===== src/rtl/gate_bist.sv =====
// Self-test sequencer for a two-input gate: it drives vectors 00..11, checks each response against TRUTH_TABLE and counts mismatches.
// Optional macro GATE_BIST_FAILMASK_EN adds the fail_vec output, a per-vector mismatch mask.
module gate_bist #(
  parameter logic [3:0]  TRUTH_TABLE   = 4'b0111,
  parameter int unsigned SETTLE_CYCLES = 1
) (
  input  logic       clock,
  input  logic       resetn,
  input  logic       start,
  input  logic       dut_out,
  output logic       in1,
  output logic       in2,
  output logic       busy,
  output logic       done,
  output logic       pass,
  output logic [2:0] num_errors
`ifdef GATE_BIST_FAILMASK_EN
  ,
  output logic [3:0] fail_vec
`endif
);

  typedef enum logic [1:0] {IDLE, APPLY, CHECK, DONE} state_t;

  localparam logic [3:0] LP_LAST_SETTLE = 4'(SETTLE_CYCLES - 1);

  state_t     r_state;
  logic [1:0] r_vec;
  logic [3:0] r_cnt;
  logic       r_in1;
  logic       r_in2;
  logic       r_busy;
  logic       r_done;
  logic       r_pass;
  logic [2:0] r_err;
`ifdef GATE_BIST_FAILMASK_EN
  logic [3:0] r_failVec;
`endif

  logic       w_mismatch;
  logic [2:0] w_errNext;
  logic [1:0] w_vecNext;

  // The error count saturates at 4, which is also the number of vectors.
  assign w_mismatch = (dut_out != TRUTH_TABLE[r_vec]);
  assign w_errNext  = (w_mismatch && (r_err != 3'd4)) ? r_err + 3'd1 : r_err;
  assign w_vecNext  = r_vec + 2'd1;

  always_ff @(posedge clock or negedge resetn) begin
    if (!resetn) begin
      r_state   <= IDLE;
      r_vec     <= 2'd0;
      r_cnt     <= 4'd0;
      r_in1     <= 1'b0;
      r_in2     <= 1'b0;
      r_busy    <= 1'b0;
      r_done    <= 1'b0;
      r_pass    <= 1'b0;
      r_err     <= 3'd0;
`ifdef GATE_BIST_FAILMASK_EN
      r_failVec <= 4'd0;
`endif
    end else begin
      case (r_state)
        IDLE, DONE: begin
          if (start) begin
            r_state   <= APPLY;
            r_vec     <= 2'd0;
            r_cnt     <= 4'd0;
            r_in1     <= 1'b0;
            r_in2     <= 1'b0;
            r_busy    <= 1'b1;
            r_done    <= 1'b0;
            r_pass    <= 1'b0;
            r_err     <= 3'd0;
`ifdef GATE_BIST_FAILMASK_EN
            r_failVec <= 4'd0;
`endif
          end
        end
        APPLY: begin
          if (r_cnt == LP_LAST_SETTLE) begin
            r_state <= CHECK;
          end else begin
            r_cnt <= r_cnt + 4'd1;
          end
        end
        CHECK: begin
          r_err <= w_errNext;
`ifdef GATE_BIST_FAILMASK_EN
          r_failVec[r_vec] <= w_mismatch;
`endif
          if (r_vec == 2'd3) begin
            r_state <= DONE;
            r_in1   <= 1'b0;
            r_in2   <= 1'b0;
            r_busy  <= 1'b0;
            r_done  <= 1'b1;
            r_pass  <= (w_errNext == 3'd0);
          end else begin
            r_state <= APPLY;
            r_vec   <= w_vecNext;
            r_cnt   <= 4'd0;
            r_in1   <= w_vecNext[1];
            r_in2   <= w_vecNext[0];
          end
        end
        default: r_state <= IDLE;
      endcase
    end
  end

  assign in1        = r_in1;
  assign in2        = r_in2;
  assign busy       = r_busy;
  assign done       = r_done;
  assign pass       = r_pass;
  assign num_errors = r_err;
`ifdef GATE_BIST_FAILMASK_EN
  assign fail_vec   = r_failVec;
`endif

endmodule


===== config.mk =====
export PLATFORM = sky130hd
export DESIGN_NAME = gate_bist
export DESIGN_NICKNAME = d
export VERILOG_FILES = /design/src/rtl/gate_bist.sv
export SDC_FILE = /design/constraint.sdc
export NUM_CORES = 1
export LEC_CHECK = 0
export BUFFER_PORTS_ARGS = -buffer_cell sky130_fd_sc_hd__buf_2
export CAP_MARGIN = 20
export CORE_ASPECT_RATIO = 1.2
export CORE_MARGIN = 2
export CORE_UTILIZATION = 57
export CTS_CLUSTER_DIAMETER = 200
export CTS_CLUSTER_SIZE = 28
export DETAILED_ROUTE_END_ITERATION = 10
export PLACE_DENSITY = 0.86
export SLEW_MARGIN = 20
export SYNTH_ARGS = -nofsm -noshare
export SYNTH_HDL_FRONTEND = slang
export SYNTH_SLANG_ARGS = --single-unit

===== constraint.sdc =====
create_clock -name clock -period 2.9 [get_ports clock]
set_input_delay 0.58 -clock clock [delete_from_list [all_inputs] [get_ports clock]]
set_output_delay 0.58 -clock clock [all_outputs]
set_load 0.02 [all_outputs]

==> Yosys cells after proc, flatten, opt, wreduce, memory -nomap -nowiden <==
Index checks and enable logic that the tools add are counted.
{ "word_totals": {"register_bits": 16, "in_bits": 4, "out_inout_bits": 8} }
{ "op_classes": {"add_sub_neg": 3, "magnitude_cmp": 1, "eq_ne": 11, "n_mux": 28, "n_reduce_logical": 11} }
{ "op_table": {"columns": ["operator", "n"], "rows": [
  ["$mux W4", 3],
  ["$pmux W4 S3", 1],
  ["$mux W2", 5],
  ["$ne A2 B2 Y1 const B", 5],
  ["$pmux W1 S2", 5],
  ["$reduce_and A3 Y1", 3],
  ["$mux W1", 8],
  ["$eq A2 B2 Y1 const B", 3],
  ["$mux W3", 2],
  ["$pmux W2 S3", 1],
  ["$pmux W3 S2", 1],
  ["$add A4 B1 Y4 const B", 1],
  ["$logic_not A4 Y1", 1],
  ["$pmux W2 S2", 1],
  ["$reduce_and A2 Y1", 2],
  ["$add A3 B1 Y3 const B", 1],
  ["$logic_not A3 Y1", 1],
  ["$lt A2 B3 Y1 const B", 1],
  ["$ne A3 B3 Y1 const B", 1],
  ["$add A2 B1 Y2 const B", 1],
  ["$bmux W1 S2", 1],
  ["$eq A2 B1 Y1 const B", 1],
  ["$logic_not A2 Y1", 1],
  ["$reduce_bool A2 Y1", 1],
  ["3 further kinds", 3]
]} }

==> Logic depth before layout (Yosys ltp) <==
{ "logic_depth": {"ltp_word": 8, "depth_mapped": 7, "depth_no_buf": 6} }

==> Worst setup path after synthesis <==
No wires, ideal clock.
{ "synth_path": {"path_kind": "reg2reg", "startpoint": "reg r_vec[0]", "endpoint": "reg r_pass (netlist: pass)", "setup_ns": 0.104, "arrival_time_ns": 1.716, "path_slack_ns": 1.081, "stages_incl_launch_ff": 7, "path_cell_list": "dfrtp_1 ha_1 buf_6 xnor2_2 a21boi_4 mux2_4 o41ai_2"} }
{ "synth_between": {"elab_chain_len": 8, "word_cells_on_any_way": 11, "cone_classes": "3 x eq/ne; 5 x mux; 3 x reduce/logical"} }
{ "synth_rtl": {"columns": ["item", "line_no", "rtl"], "rows": [
  ["start: declaration", "28", "logic [1:0] r_vec;"],
  ["start signal: assignment", "102", "r_vec <= w_vecNext;"],
  ["$bmux W1 S2", "45", "assign w_mismatch = (dut_out != TRUTH_TABLE[r_vec]);"],
  ["$mux W1 (not written as such)", "45", null],
  ["$ne A1 B1 Y1", "45", null],
  ["$logic_and A1 B1 Y1", "46", "assign w_errNext = (w_mismatch && (r_err != 3'd4)) ? r_err + 3'd1 : r_err;"],
  ["$mux W3", "46", null],
  ["$logic_not A3 Y1", "99", "r_pass <= (w_errNext == 3'd0);"],
  ["$mux W1", "93", "if (r_vec == 2'd3) begin"],
  ["$pmux W1 S2", "64", "case (r_state)"],
  ["end signal: assignment", "99", null],
  ["end: declaration", "34", "logic r_pass;"]
]} }
Several ways; a longest one is shown, not always the timed one. The select of a mux whose other input is x is not followed.
A chain may end at the register's enable or synchronous reset.

==> Worst setup path in the final report <==
Same ends and word-level chain as after synthesis.

==> results.json <==
{
  "track_usage": 0.215,
  "ys_seq_area_frac": 0.403,
  "die_h_microns": 49.8,
  "worst_setup_path_start_kind": "register",
  "p_total_mw": 0.873,
  "rows": 16,
  "leakage_nw": 0.545,
  "rsz0062_at_grt": "no",
  "cts_tree": "built",
  "num_vias": 769,
  "synthTopCellsByArea": "dfrtp_1, ha_1, a22o_1",
  "syn_avg_cell_area_sq_um": 9.85,
  "routedWlPerCell_microns": 14.2,
  "hold_buffers": 0,
  "yosysMostFrequentCell": "dfrtp_1",
  "nFillCells": 137,
  "slew_viol_final": 0,
  "synthArstFlopShare": 1.00,
  "swShare": 0.420,
  "place_congestion": 0.787,
  "syn_inst": 101,
  "powerDensity_nw_per_um2": 802,
  "cts_resized": 0,
  "post_cts_buffers": 0,
  "start_util": 0.606,
  "intPower_mw": 0.506,
  "hold_class": "in2async",
  "cts_sinks": 16,
  "finalNetCount": 126,
  "clkTransAtPathRegs_ns": 0.10,
  "max-slew-margin-rel": 0.644,
  "critical_path.cell_chain": "ha_1 > xnor2_2 > a21boi_4 > mux2_4 > o41ai_2",
  "ctsRootBufferMaster": "clkbuf_4",
  "dp_hpwl_mm": 1.45,
  "synth_common_cells": "dfrtp_1, nand2_1",
  "clock_insertion_delay_worst_skew_ns": 0.29,
  "cp.arrival_ns": 2.12,
  "num_antenna_cells": 0,
  "antenna_found_initial": 0,
  "die_x_microns": 42.1,
  "synth.cell_area_sq_um": 995,
  "clock_skew_ns": 0.00779,
  "grt_max_degree": 17,
  "crit_type": "reg2reg",
  "ant_nets": 0,
  "drive_gt1_frac": 0.186,
  "status": "finished clean",
  "yosysWarningCount": 0,
  "yosysTopAreaCell": "dfrtp_1",
  "tightestPinTransition_ns": 0.531,
  "wl_mm": 1.86,
  "synth_seq_cells": 16,
  "cts-htree-levels": 1,
  "required_ns": 3.10,
  "power_switching_mw": 0.367,
  "synth_top_area_share": 0.403,
  "hold_viol_final": 0,
  "ys.flop_type": "dfrtp_1",
  "tns_ns": 0,
  "grt_pass1_vias": 776,
  "combPwrFrac": 0.485,
  "cp_slowest_cell": "dfrtp_1",
  "setup_viol": 0,
  "cp_max_fo": 8,
  "dieArea_sq_um": 2100,
  "dr.pass1.iters": 4,
  "boundaryPins": 12,
  "drtIter0Drc": 3,
  "drc": 0,
  "max_freq_mhz": 520,
  "drv_cap": 0,
  "syn_to_final_growth_pct": 9.43,
  "core_area_sq_um": 1640,
  "synth_edf_count": 0,
  "p_clk_frac": 0.167,
  "io_buffers": 11,
  "ir_drop_uv": 558,
  "fin_crit_sh": 0.663,
  "seq_power_share": 0.348,
  "cts.path.max_buffers": 2,
  "grt.overflow.total": 0,
  "place_inst": 127,
  "critPathCaptureType": "register",
  "grt_pass1_wl_mm": 3.40,
  "fin_cells": 131,
  "finalCriticalPeriod_ns": 1.92,
  "numCtsBuffers": 3,
  "critPathMaxStageDelay_ns": 0.42,
  "synth.distinct_cells": 29,
  "via_per_inst": 5.87,
  "syn-num-nets": 113
}
## critical path, delay by kind of cell, from the launching register on
family / cells / cell delay [ns]
fa+ha+maj: 1 / 0.33
xor+xnor: 1 / 0.26
flops: 1 / 0.42
compound gates: 2 / 0.52
mux: 1 / 0.32
## cell families (layout without fill, tap and decap cells)
logic type                 Yosys count  in the layout  share of synthesized area
adders and majority gates            8              8                      0.101
and+or+nand+nor                     30             30                      0.151
buffers and inverters               11             23                     0.0503
DFF                                 16             16                      0.403
muxes                                6              6                     0.0667
AOI/OAI and AO/OA                   29             29                      0.213
xor gates and xnor gates             1              1                     0.0164
## layout by cell type, fill, tap and decap left out, drive strengths merged, types with 4 or more instances in the layout
master and instances:
clkbuf 4, dfrtp 16, nand2 12, buf 11, o21ai 9, ha 8
inv 8, mux2i 4, nor2 4, a22o 8, a21oi 6
## layout make-up
type / count / area [sq um] / area share
Multi-Input combinational cell: 74 / 544 / 0.500
Sequential cell: 16 / 400 / 0.368
Timing Repair Buffer: 11 / 55.1 / 0.0506
Clock buffer: 4 / 36.3 / 0.0333
Inverter: 8 / 30.0 / 0.0276
Tap cell: 18 / 22.5 / 0.0207
## through the flow
| stage | setup WS [ns] | cell area [sq um] | hold WS [ns] | utilization |
|---|---|---|---|---|
| floorplan | 1.08 | 995 | 0.284 | - |
| global placement | 1.01 | 1050 | 0.474 | 0.641 |
| detailed placement | 0.976 | 1050 | 0.491 | 0.641 |
| CTS | 0.975 | 1090 | 0.198 | 0.663 |
| global route | 0.804 | 1090 | 0.216 | 0.663 |
| finish | 0.976 | 1090 | 0.189 | 0.663 |
## power groups by stage
stage,sequential (mW),combinational [mW],clock (mW)
2_1_floorplan,0.322,0.309,0
3_3_place_gp,0.306,0.407,0
3_5_place_dp,0.309,0.425,0
4_1_cts,0.305,0.426,0.148
5_1_grt,0.312,0.474,0.162
6_report,0.304,0.423,0.146
## registers in the layout (all words and copies together) (netlist names)
register / flops
busy: 1
done: 1
in1: 1
in2: 1
num_errors: 3
pass: 1
r_cnt: 4
r_state: 2
r_vec: 2
## layer usage
metal  vias to the layer above  part of all wire  track usage
met5                         -                 0            0
met1                       365              0.44        0.245
met4                         0             0.023       0.0885
li1                        382                 -            -
met3                         7             0.032       0.0440
met2                        15              0.51        0.385
## worst paths after layout
path | start | endpoint | slack (ns) | depth (start not counted)
max in group asynchronous | resetn | num_errors[2] | 2.44 | 1
worst min register to register | in2 | in2 | 0.51 | 1
min in group clock | in2 | in2 | 0.51 | 1
worst max register to register | r_vec[0] | pass | 0.98 | 5
worst min-delay path | resetn | r_cnt[0] | 0.19 | 1
worst max-delay path | r_vec[0] | pass | 0.98 | 5
Power figures use the tool's default switching activity.
